## config.mk

```make
export PLATFORM = sky130hd
export DESIGN_NAME = rr_arbiter4_flat
export DESIGN_NICKNAME = d
export VERILOG_FILES = /design/src/rtl/rr_arbiter4_if.sv /design/src/rtl/rr_arbiter4.sv /design/src/flat_wrapper.sv
export SDC_FILE = /design/constraint.sdc
export NUM_CORES = 1
export LEC_CHECK = 0
export ABC_AREA = 1
export CAP_MARGIN = 20
export CORE_MARGIN = 3
export CORE_UTILIZATION = 49
export CTS_BUF_LIST = sky130_fd_sc_hd__clkbuf_8
export CTS_CLUSTER_DIAMETER = 200
export DETAILED_ROUTE_END_ITERATION = 6
export PLACE_DENSITY = 0.74
export SLEW_MARGIN = 0
export SYNTH_ARGS = -nofsm -noshare
export SYNTH_HDL_FRONTEND = slang
export SYNTH_SLANG_ARGS = --single-unit
```

## constraint.sdc

```tcl
create_clock -name clk -period 2.3 [get_ports clk]
set_input_delay 0.575 -clock clk [delete_from_list [all_inputs] [get_ports clk]]
set_output_delay 0.575 -clock clk [all_outputs]
set_load 0.01 [all_outputs]
```

## src/rtl/rr_arbiter4_if.sv

```systemverilog
// rr_arbiter4_if: handshake bundle between four requesters and the arbiter.
//   req     : per-requester request, held high while that requester uses the path
//   gnt     : one-hot grant, zero when nobody owns the path
//   sel     : mux select, index of the current or most recent owner
//   busy    : high exactly while gnt is non-zero
//   preempt : one-cycle pulse in the gap that follows a hold-limit revocation
// master = requester side, slave = arbiter side.
interface rr_arbiter4_if;
    logic [3:0] req;
    logic [3:0] gnt;
    logic [1:0] sel;
    logic       busy;
    logic       preempt;

    modport master (
        output req,
        input  gnt, sel, busy, preempt
    );

    modport slave (
        input  req,
        output gnt, sel, busy, preempt
    );
endinterface

```

## src/rtl/rr_arbiter4.sv

```systemverilog
// rr_arbiter4: round-robin arbiter for a shared 4-input mux path.
//   clk   : single clock, rising edge
//   reset : synchronous, active-high
//   bus   : rr_arbiter4_if.slave (req in; gnt, sel, busy, preempt out)
// MAX_HOLD limits consecutive grant cycles while another requester waits
// (0 = unlimited). Every change of owner passes through one dead GAP cycle,
// so the mux select never switches owners on a single edge.
module rr_arbiter4 #(
    parameter int unsigned MAX_HOLD = 8
) (
    input  logic           clk,
    input  logic           reset,
    rr_arbiter4_if.slave   bus
);

    localparam logic [7:0] HOLD_LIM = 8'(MAX_HOLD);

    typedef enum logic [1:0] {
        IDLE  = 2'd0,
        GRANT = 2'd1,
        GAP   = 2'd2
    } state_t;

    state_t     state;
    logic [1:0] last;
    logic [7:0] hold_cnt;

    logic [3:0] gnt_r;
    logic [1:0] sel_r;
    logic       busy_r;
    logic       preempt_r;

    // Circular scan starting just after the most recent owner, so that
    // owner ends up with the lowest priority.
    logic [1:0] win;
    logic       any_req;
    always_comb begin
        logic [1:0] idx;
        win     = 2'd0;
        any_req = 1'b0;
        for (int i = 1; i <= 4; i++) begin
            idx = last + 2'(i);
            if (!any_req && bus.req[idx]) begin
                win     = idx;
                any_req = 1'b1;
            end
        end
    end

    // Someone other than the current owner is waiting.
    logic others_req;
    assign others_req = |(bus.req & ~(4'b0001 << sel_r));

    logic hold_hit;
    assign hold_hit = (MAX_HOLD != 0) && (hold_cnt == HOLD_LIM);

    always_ff @(posedge clk) begin
        if (reset) begin
            state     <= IDLE;
            last      <= 2'd3;
            hold_cnt  <= 8'd0;
            gnt_r     <= 4'b0000;
            sel_r     <= 2'd0;
            busy_r    <= 1'b0;
            preempt_r <= 1'b0;
        end else begin
            case (state)
                IDLE, GAP: begin
                    preempt_r <= 1'b0;
                    if (any_req) begin
                        state    <= GRANT;
                        gnt_r    <= 4'b0001 << win;
                        sel_r    <= win;
                        last     <= win;
                        hold_cnt <= 8'd1;
                        busy_r   <= 1'b1;
                    end else begin
                        state  <= IDLE;
                        gnt_r  <= 4'b0000;
                        busy_r <= 1'b0;
                    end
                end
                GRANT: begin
                    // Release takes precedence over a simultaneous limit hit.
                    if (!bus.req[sel_r]) begin
                        state     <= GAP;
                        gnt_r     <= 4'b0000;
                        busy_r    <= 1'b0;
                        preempt_r <= 1'b0;
                    end else if (hold_hit && others_req) begin
                        state     <= GAP;
                        gnt_r     <= 4'b0000;
                        busy_r    <= 1'b0;
                        preempt_r <= 1'b1;
                    end else if (hold_cnt != 8'hFF) begin
                        hold_cnt <= hold_cnt + 8'd1;
                    end
                end
                default: begin
                    state     <= IDLE;
                    gnt_r     <= 4'b0000;
                    busy_r    <= 1'b0;
                    preempt_r <= 1'b0;
                end
            endcase
        end
    end

    assign bus.gnt     = gnt_r;
    assign bus.sel     = sel_r;
    assign bus.busy    = busy_r;
    assign bus.preempt = preempt_r;

endmodule

```

## src/flat_wrapper.sv

```systemverilog
// flat-port wrapper written by rule: the top's interface ports become plain ports
module rr_arbiter4_flat 
#(
    parameter int unsigned MAX_HOLD = 8
)
  (clk, reset, bus_req, bus_gnt, bus_sel, bus_busy, bus_preempt);
  rr_arbiter4_if bus_i ();
  input  logic clk;
  input  logic reset;
  input wire logic [$bits(bus_i.req)-1:0] bus_req;
  output wire logic [$bits(bus_i.gnt)-1:0] bus_gnt;
  output wire logic [$bits(bus_i.sel)-1:0] bus_sel;
  output wire logic [$bits(bus_i.busy)-1:0] bus_busy;
  output wire logic [$bits(bus_i.preempt)-1:0] bus_preempt;
  assign bus_i.req = bus_req;
  assign bus_gnt = bus_i.gnt;
  assign bus_sel = bus_i.sel;
  assign bus_busy = bus_i.busy;
  assign bus_preempt = bus_i.preempt;
  rr_arbiter4 #(.MAX_HOLD(MAX_HOLD)) u_core (.clk(clk), .reset(reset), .bus(bus_i));
endmodule
```

# Word-level counts from Yosys, hierarchy flattened

Cells that the tools add are included.

Flip-flop bits (word level): 20
Bits in latches: 0
Memory bits (writable): 0
Bits in read-only memories: 0
Output and inout port bits: 8
Logic and storage cells: 80
Memories kept: 0

Add/subtract/negate cells: 4
$mul: 0
Divide/modulo/power cells: 0
Order comparisons: 5
Equality and inequality tests: 9
Shift-type cells: 2
Mux-type cells: 35
Bitwise gates (word level): 4
Reductions and logical operators: 14

Operators with widths:

| operator                                                                      | count |
|---|---|
| 8-bit 2-to-1 mux                                                              | 4 |
| 8-bit one-hot mux with 2 select lines                                         | 1 |
| 2-bit by 3-bit less-than comparator with 1-bit output (second input constant) | 5 |
| 1-bit 2-to-1 mux                                                              | 13 |
| 2-bit 2-to-1 mux                                                              | 6 |
| 4-bit 2-to-1 mux                                                              | 3 |
| 1-bit binary-select mux with 2-bit select                                     | 5 |
| 8-bit by 1-bit adder with 8-bit output (second input constant)                | 1 |
| 8-bit by 4-bit == test with 1-bit output (second input constant)              | 1 |
| 8-bit inequality test (second input constant)                                 | 1 |
| 4-bit one-hot mux with 2 select lines                                         | 1 |
| 1-bit by 2-bit << shifter with 4-bit output (first input constant)            | 2 |
| 2-bit by 1-bit inequality test with 1-bit output (second input constant)      | 3 |
| 5-bit AND reduction                                                           | 1 |
| 2-bit adder (second input constant)                                           | 2 |
| 4-bit AND                                                                     | 1 |
| 1-bit logical AND                                                             | 4 |
| 4-bit NOT                                                                     | 1 |
| 2-bit one-hot mux with 2 select lines                                         | 1 |
| 4-bit OR reduction                                                            | 1 |
| 1-bit logical NOT                                                             | 3 |
| 3-bit inequality test (second input constant)                                 | 1 |
| 3-bit OR reduction                                                            | 1 |
| 2-bit by 1-bit adder with 2-bit output (second input constant)                | 1 |
| other kinds (9)                                                               | 10 |

# Longest topological paths before layout

Gate-level depths: netlist of the first run.

Depth after elaboration: 16
Gate-level depth with buffers: 14
Depth with buffers taken out: 12

# Worst setup path after synthesis of the first run

OpenSTA, ideal clock, no wires.

Kind: input-to-reg
Start: input port bus_req[2]
End: register u_core.hold_cnt[0]
Library setup time: 113 ps
Data arrival time: 1469 ps
Data required time: 2187 ps
Slack: 717 ps
Stages: 10
Path through: nand2_1 -> nand2_1 -> nand2_1 -> nand2_4 -> nor2_8 -> nand3b_4 -> nand2_4 -> nand2_4 -> o21ai_1 -> nor2_1

Cells in the longest elaborated chain, start to end: 14
Elaborated cells between the ends (all ways): 27
Classes of those cells: eq/ne (3); mux (14); bitwise (1); reduce/logical (9)

Ends and longest elaborated chain:

| element                                                    | line               | RTL |
|---|---|---|
| start, declared                                            | flat_wrapper.sv:10 | `input wire logic [$bits(bus_i.req)-1:0] bus_req;` |
| 1-bit binary-select mux with 2-bit select                  | rr_arbiter4.sv:43  | `if (!any_req && bus.req[idx]) begin` |
| 1-bit 2-to-1 mux (implied by the code)                     | rr_arbiter4.sv:43  |  |
| 1-bit 2-to-1 mux                                           | rr_arbiter4.sv:43  |  |
| 1-bit logical NOT                                          | rr_arbiter4.sv:43  |  |
| 1-bit logical AND                                          | rr_arbiter4.sv:43  |  |
| 1-bit 2-to-1 mux                                           | rr_arbiter4.sv:43  |  |
| 1-bit logical NOT                                          | rr_arbiter4.sv:43  |  |
| 1-bit logical AND                                          | rr_arbiter4.sv:43  |  |
| 1-bit 2-to-1 mux                                           | rr_arbiter4.sv:43  |  |
| 1-bit logical NOT                                          | rr_arbiter4.sv:43  |  |
| 1-bit logical AND                                          | rr_arbiter4.sv:43  |  |
| 1-bit 2-to-1 mux                                           | rr_arbiter4.sv:43  |  |
| 2-bit by 1-bit inequality test with 1-bit output (no line) | -                  |  |
| 5-bit AND reduction (no line) (*)                          | -                  |  |
| end signal, assigned                                       | rr_arbiter4.sv:96  | `hold_cnt <= hold_cnt + 8'd1;` |
| end, declared                                              | rr_arbiter4.sv:26  | `logic [7:0] hold_cnt;` |

Mark *: on every way between the ends. The rest lies on a longest branch, timed or not. The select of a mux whose other input is x is not followed.
A chain may end at the register's enable or synchronous reset.

# Worst setup path after layout of the first run

Start: input port bus_req[2]
End: register u_core.hold_cnt[6]

The elaborated chain is that of the path after synthesis.

==> impl_metrics.tcl, run 1 <==
set metrics [dict create \
    worstPathRequired_ps 2480 \
    antenna_found_initial 0 \
    final_net_count 225 \
    die_w_um 57.8 \
    crit_type "in -> reg" \
    p_leak_nw 0.677 \
    synth_area_leaders "dfxtp_1 29%, nand2_1 17%, nand3_1 10%, a21oi_1 5.3%, nand2_4 5.1%" \
    grt_pass1_vias 1212 \
    cts_hold_buf 0 \
    initial_utilization_pct 52.1 \
    tightestPinTransition_ps 394 \
    cp.arrival_ps 2220 \
    clk_latency_ps 250 \
    via_per_inst 5.35 \
    slew_violations 0 \
    clk_pin_slew_ps 70 \
    fin_crit_sh_pct 88.7 \
    root_buffer "clkbuf_8" \
    yosysTopAreaCell "dfxtp_1" \
    grt_max_degree 15 \
    portBuffers 13 \
    drt-total-wl_mm 2.86 \
    syn_nets 209 \
    dieArea_um2 3340 \
    startpoint_type "primary input" \
    syn-cell-area_um2 1320 \
    synth-seq-cells 19 \
    yosysUniqueCellTypes 29 \
    cts_buffer_depth 2 \
    worstSetupEndpoint "u_core.hold_cnt[6]$_SDFFE_PP0P_" \
    htreeDepth 1 \
    cap_viol_max_count 0 \
    crit_path_frequent_cell "nand2_1" \
    final.setup.tns_ps 0 \
    post_cts_buffers 0 \
    slowest_stage "clkdlybuf4s50_1" \
    reg2reg_from "u_core.last[0]$_SDFFE_PP1P_" \
    dp.cells 242 \
    powerDensity_nw_per_um2 1210 \
    fin_cells 246 \
    grt.overflow.total 0 \
    critPathMaxStageDelay_ps 580 \
    yosys_warnings 0 \
    first_pass_iters 4 \
    drive_gt1_share_pct 11.1 \
    relSlewSlack_pct 73.7 \
    area_growth_pct 15.1 \
    cp-end-kind "flop" \
    vias 1315 \
    worst_hold_path.num_cells 2 \
    crit_start "bus_req[2]" \
    rsz0062_at_grt "false" \
    skew_ps 3.61 \
    cts_buffers 3 \
    yosysTopAreaCellShare_pct 28.9 \
    vdd_ir_drop_max_v 0.000716 \
    drtIter0Drc 56 \
    hpwlAfterDp_mm 2.24 \
    antennaDiodeCount 0 \
    setup_viol 0 \
    ys_seq_area_share_pct 28.9 \
    cts_tree "built" \
    ant_nets 0 \
    timing.fmax_mhz 490 \
    io_pins 14 \
    core_area_um2 2520 \
    crit_family "simple AND/OR/NAND/NOR gates" \
    die_h_um 57.8 \
    rr_endpoint "u_core.last[0]$_SDFFE_PP1P_" \
    crit_cells 11 \
    status "finished clean" \
    hold_viol_final 0 \
    drc 0 \
    rows 18 \
    cp_max_fo 10 \
    gp_congestion 0.963 \
    hold_path.class "reg -> reg" \
    cts_resized 0 \
    rrSetupSlack_ps 410 \
    cts_sinks 19 \
    grt_first_pass_wirelength_mm 5.08 \
    post-route-min-period_ps 2040 \
    wl_per_cell_um 11.6 \
    grt_usage_pct 18.9 \
    path_buf_inv 2 \
    avgSynthCellArea_um2 6.54 \
    rr_worst_depth 11 \
    cp_cell_sequence "clkdlybuf4s50_1 > nand2_1 > nand2_1 > inv_1 > nand2_1 > nand2_1 > nand3b_4 > nand2_4 > nand2_4 > nand3_1 > a21oi_1" \
    syn_inst 201 \
]
-- synth_stat cells, drive strengths merged --
| master | n |
|---|---|
| clkinv | 1 |
| xnor2 | 1 |
| xor2 | 3 |
| dfxtp | 19 |
| a21boi | 1 |
| inv | 20 |
| nor4 | 1 |
| a21oi | 14 |
| nor3b | 1 |
| nand3 | 28 |
| nand2 | 67 |
| nor3 | 3 |
| clkbuf | 2 |
| buf | 2 |
| o21ai | 8 |
| o211ai | 2 |
| nand4 | 3 |
| nand3b | 4 |
| nor2 | 19 |
| ha | 2 |
-- worst reg2reg max path, stage by stage, from the launching register on --
cell      delay [ps]
dfxtp_1          560
inv_4            150
nand2_1           90
nand2_1           80
nand2_1          160
nand2_4          100
nor2_8           140
nand3b_4         100
nand2_4          130
inv_2             80
nand2_1          100
o211ai_1          80
-- sequential cells by signal, summed over array words and instances, names as in the netlist --
name                count
u_core.bus.busy         1
u_core.bus.gnt          4
u_core.bus.preempt      1
u_core.bus.sel          2
u_core.hold_cnt         8
u_core.last             2
u_core.state            1
-- stage by stage --
stage          utilization [%]  hold WS (ps)  cell area [um2]  worst slack (ps)  power [W]
6_report                  60.0           466             1510               261    0.00183
5_1_grt                   60.0           501             1510              49.7    0.00199
4_1_cts                   60.0           470             1510               280    0.00183
3_5_place_dp              58.2           459             1470              7.25    0.00160
3_3_place_gp              58.2           451             1470              66.1    0.00156
2_1_floorplan                -           478             1320               717    0.00134
-- worst min path at each step --
stage                                     from                              end  slack (ps)
3_3_place_gp    u_core.bus.gnt[2]$_SDFFE_PP0P_   u_core.bus.gnt[2]$_SDFFE_PP0P_         450
3_5_place_dp    u_core.bus.gnt[3]$_SDFFE_PP0P_   u_core.bus.gnt[3]$_SDFFE_PP0P_         460
6_report        u_core.bus.gnt[0]$_SDFFE_PP0P_   u_core.bus.gnt[0]$_SDFFE_PP0P_         470
5_1_grt         u_core.bus.gnt[3]$_SDFFE_PP0P_   u_core.bus.gnt[3]$_SDFFE_PP0P_         500
4_1_cts         u_core.bus.gnt[3]$_SDFFE_PP0P_   u_core.bus.gnt[3]$_SDFFE_PP0P_         470
2_1_floorplan  u_core.hold_cnt[4]$_SDFFE_PP0P_  u_core.hold_cnt[4]$_SDFFE_PP0P_         480
-- final cells by class --
type / instances / area, um2
fill: 234 / 1010
multi-input combinational: 157 / 822
sequential: 19 / 380
timing repair buffer: 15 / 145
inverter: 21 / 82.6
clock buffer: 3 / 41.3
tap: 30 / 37.5
clock inverter: 1 / 5.00
-- cells by family (layout without fill, tap and decap cells) --
family,after synthesis,in the layout,synth area share (%)
AOI/OAI and AO/OA,25,25,10.1
xor gates and xnor gates,4,4,2.66
adders and majority gates,2,2,1.90
buffers and inverters,25,40,8.56
DFF,19,19,28.9
and+or+nand+nor,126,126,47.9
-- metal layers --
layer / GRT usage, % / vias up / routed length, um
met2: 31.0 / 37 / 1260
met3: 4.23 / 2 / 195
li1: - / 685 / -
met5: 0 / - / 0
met4: 3.97 / 0 / 9
met1: 25.4 / 591 / 1390
-- power breakdown --
part / internal [W] / leakage, nW / total, W / switching [W]
combinational: 0.000396 / 0.496 / 0.00110 / 0.000704
sequential: 0.000407 / 0.155 / 0.000496 / 0.0000896
clock: 0.000120 / 0.0255 / 0.000230 / 0.000109
-- layout by cell type (no fill, tap or decap), drive strengths merged --
cell	synthesis	layout
nand2	67	67
xnor2	1	1
ha	2	2
inv	20	20
o21ai	8	8
o211ai	2	2
clkdlybuf4s50	0	13
a21boi	1	1
nand4	3	3
nand3	28	28
nor4	1	1
clkinv	1	2
nor2	19	19
clkbuf	2	3
a21oi	14	14
dfxtp	19	19
xor2	3	3
buf	2	2
nor3b	1	1
nand3b	4	4
nor3	3	3
Note: power is estimated with default switching activity, not from simulation.
==> run 2, diff against run 1 <==
HOLD_SLACK_MARGIN = 0.06   (was unset)
==> results of run 2 <==
The final DEF is identical to that of run 1; final timing and power are the same.
==> run 3, diff against run 2 <==
CELL_PAD_IN_SITES_DETAIL_PLACEMENT = 1   (was unset)
CELL_PAD_IN_SITES_GLOBAL_PLACEMENT = 1   (was unset)
CORE_MARGIN = 10   (was 3)
CORE_UTILIZATION = 44   (was 49)
PLACE_DENSITY = unset   (was 0.74)
PLACE_DENSITY_LB_ADDON = 0.1   (was unset)
==> run 3 against run 2 <==
Sequential power fell by 2%. Hold slack improved by 0.52 ps. Clock skew is 1.6 ps lower. Flip-flop and latch count unchanged. Design area increased by 0.58%. Sequential share of layout area is 0.14 points lower. Largest power group unchanged.
==> impl_metrics.tcl, run 3 (same netlist as run 1, synthesis figures left out) <==
set metrics [dict create \
    initial_utilization_pct 46.9 \
    root_buffer "clkbuf_8" \
    rr_worst_depth 8 \
    largest_register_ff_count 8 \
    holdWs_ps 467 \
    die_h_um 74.7 \
    antenna_found_initial 0 \
    cts_buffers 3 \
    p_leak_nw 0.681 \
    grt_usage_pct 14.7 \
    rsz0062_at_grt "false" \
    startpoint_type "primary input" \
    cts_tree "built" \
    timing.fmax_mhz 472 \
    htreeDepth 1 \
    io_pins 14 \
    slowest_stage "clkdlybuf4s50_1" \
    grt_max_degree 15 \
    path_buf_inv 2 \
    skew_ps 2.04 \
    ant_nets 0 \
    powerDensity_nw_per_um2 1240 \
    drc 0 \
    portBuffers 13 \
    dieArea_um2 5580 \
    wl_per_cell_um 15.3 \
    fill_cells 393 \
    detailed_place.area_um2 1480 \
    cts_hold_buf 0 \
    final_cell_mix "58 x nand2_1, 27 x nand3_1, 19 x dfxtp_1" \
    cp_cell_sequence "clkdlybuf4s50_1 > nand2_1 > nand2_1 > inv_1 > nand2_1 > nand2_1 > nand3b_4 > nand2_4 > nand2_4 > nand3_1 > a21oi_1" \
    crit_path_frequent_cell "nand2_1" \
    cap_viol_max_count 0 \
    post-route-util_pct 54.3 \
    final_area_um2 1520 \
    worstPathRequired_ps 2480 \
    hpwlAfterDp_mm 3.00 \
    grt_pass1_vias 1400 \
    cts_sinks 19 \
    crit_type "in -> reg" \
    gp_congestion 0.839 \
    final_net_count 226 \
    clk_pin_slew_ps 70 \
    finalPower_w 0.00189 \
    fin_crit_sh_pct 92.0 \
    clk_latency_ps 260 \
    drive_gt1_share_pct 11.5 \
    hold_path.class "reg -> reg" \
    status "finished clean" \
    tightestPinTransition_ps 310 \
    post-route-min-period_ps 2120 \
    relSlewSlack_pct 79.3 \
    rows 19 \
    die_w_um 74.7 \
    crit_cells 11 \
    crit_family "simple AND/OR/NAND/NOR gates" \
    worst_slack_ps 183 \
    grt_first_pass_wirelength_mm 6.58 \
    worst_hold_path.num_cells 2 \
    grt.overflow.total 0 \
    antennaDiodeCount 0 \
    drt-total-wl_mm 3.78 \
    cts_buffer_depth 2 \
    cp_max_fo 10 \
    area_growth_pct 15.8 \
    cp.arrival_ps 2300 \
    first_pass_iters 5 \
    critPathMaxStageDelay_ps 570 \
    top_register "u_core.hold_cnt" \
    core_area_um2 2810 \
    layout_commonest_cell "nand2_1" \
    hold_viol_final 0 \
    drtIter0Drc 81 \
    vias 1324 \
    post-place-ws_ps -55.9 \
    rrSetupSlack_ps 490 \
    setup_viol 0 \
    vdd_ir_drop_max_v 0.000460 \
    slew_violations 0 \
    via_per_inst 5.34 \
    cp-end-kind "flop" \
]
run 3: cell types whose count changed in the layout (fill, tap and decap cells not counted), sizes merged:
cell  change
buf       +1
run 3: worst register-to-register path: cells and delay by family (launching register included):
family,cells,cell delay [ps]
compound gates,1,170
flops,1,360
buf+inv,2,300
simple gates,5,910
run 3: per-stage QoR:
stage / setup TNS [ps] / instances
2_1_floorplan: 0 / 201
6_report: 0 / 248
4_1_cts: 0 / 248
3_5_place_dp: -216 / 244
5_1_grt: 0 / 248
3_3_place_gp: 0 / 244
run 3: worst paths after layout:
kind | startpoint | end
worst max register to register | u_core.bus.busy$_SDFFE_PP0P_ | u_core.hold_cnt[6]$_SDFFE_PP0P_
worst min-delay path | u_core.bus.gnt[0]$_SDFFE_PP0P_ | u_core.bus.gnt[0]$_SDFFE_PP0P_
worst max-delay path | bus_req[2] | u_core.hold_cnt[6]$_SDFFE_PP0P_
worst min register to register | u_core.bus.gnt[0]$_SDFFE_PP0P_ | u_core.bus.gnt[0]$_SDFFE_PP0P_
run 3: routing by layer:
metal,global-route usage [%],part of all wire (%)
met5,0,0
met4,1.89,0
met3,3.68,4.5
met2,23.6,46
met1,19.8,49
run 3: timing repair:
item                                   CTS  global route
buffers inserted                         0             0
endpoints found under the hold margin    0             0
resized for setup                        0             0
setup endpoints to repair                0             1
run 3: layout make-up:
cell class | instances | area, um2 | share of cell area [%]
multi-input combinational | 157 | 822 | 54.0
sequential | 19 | 380 | 25.0
timing repair buffer | 16 | 153 | 10.0
inverter | 21 | 82.6 | 5.42
clock buffer | 3 | 41.3 | 2.71
tap | 31 | 38.8 | 2.55
clock inverter | 1 | 5.00 | 0.329
run 3: report_power, final:
part	switching (W)	internal (W)
Combinational	0.000758	0.000407
Clock	0.000116	0.000121
Sequential	0.0000782	0.000407
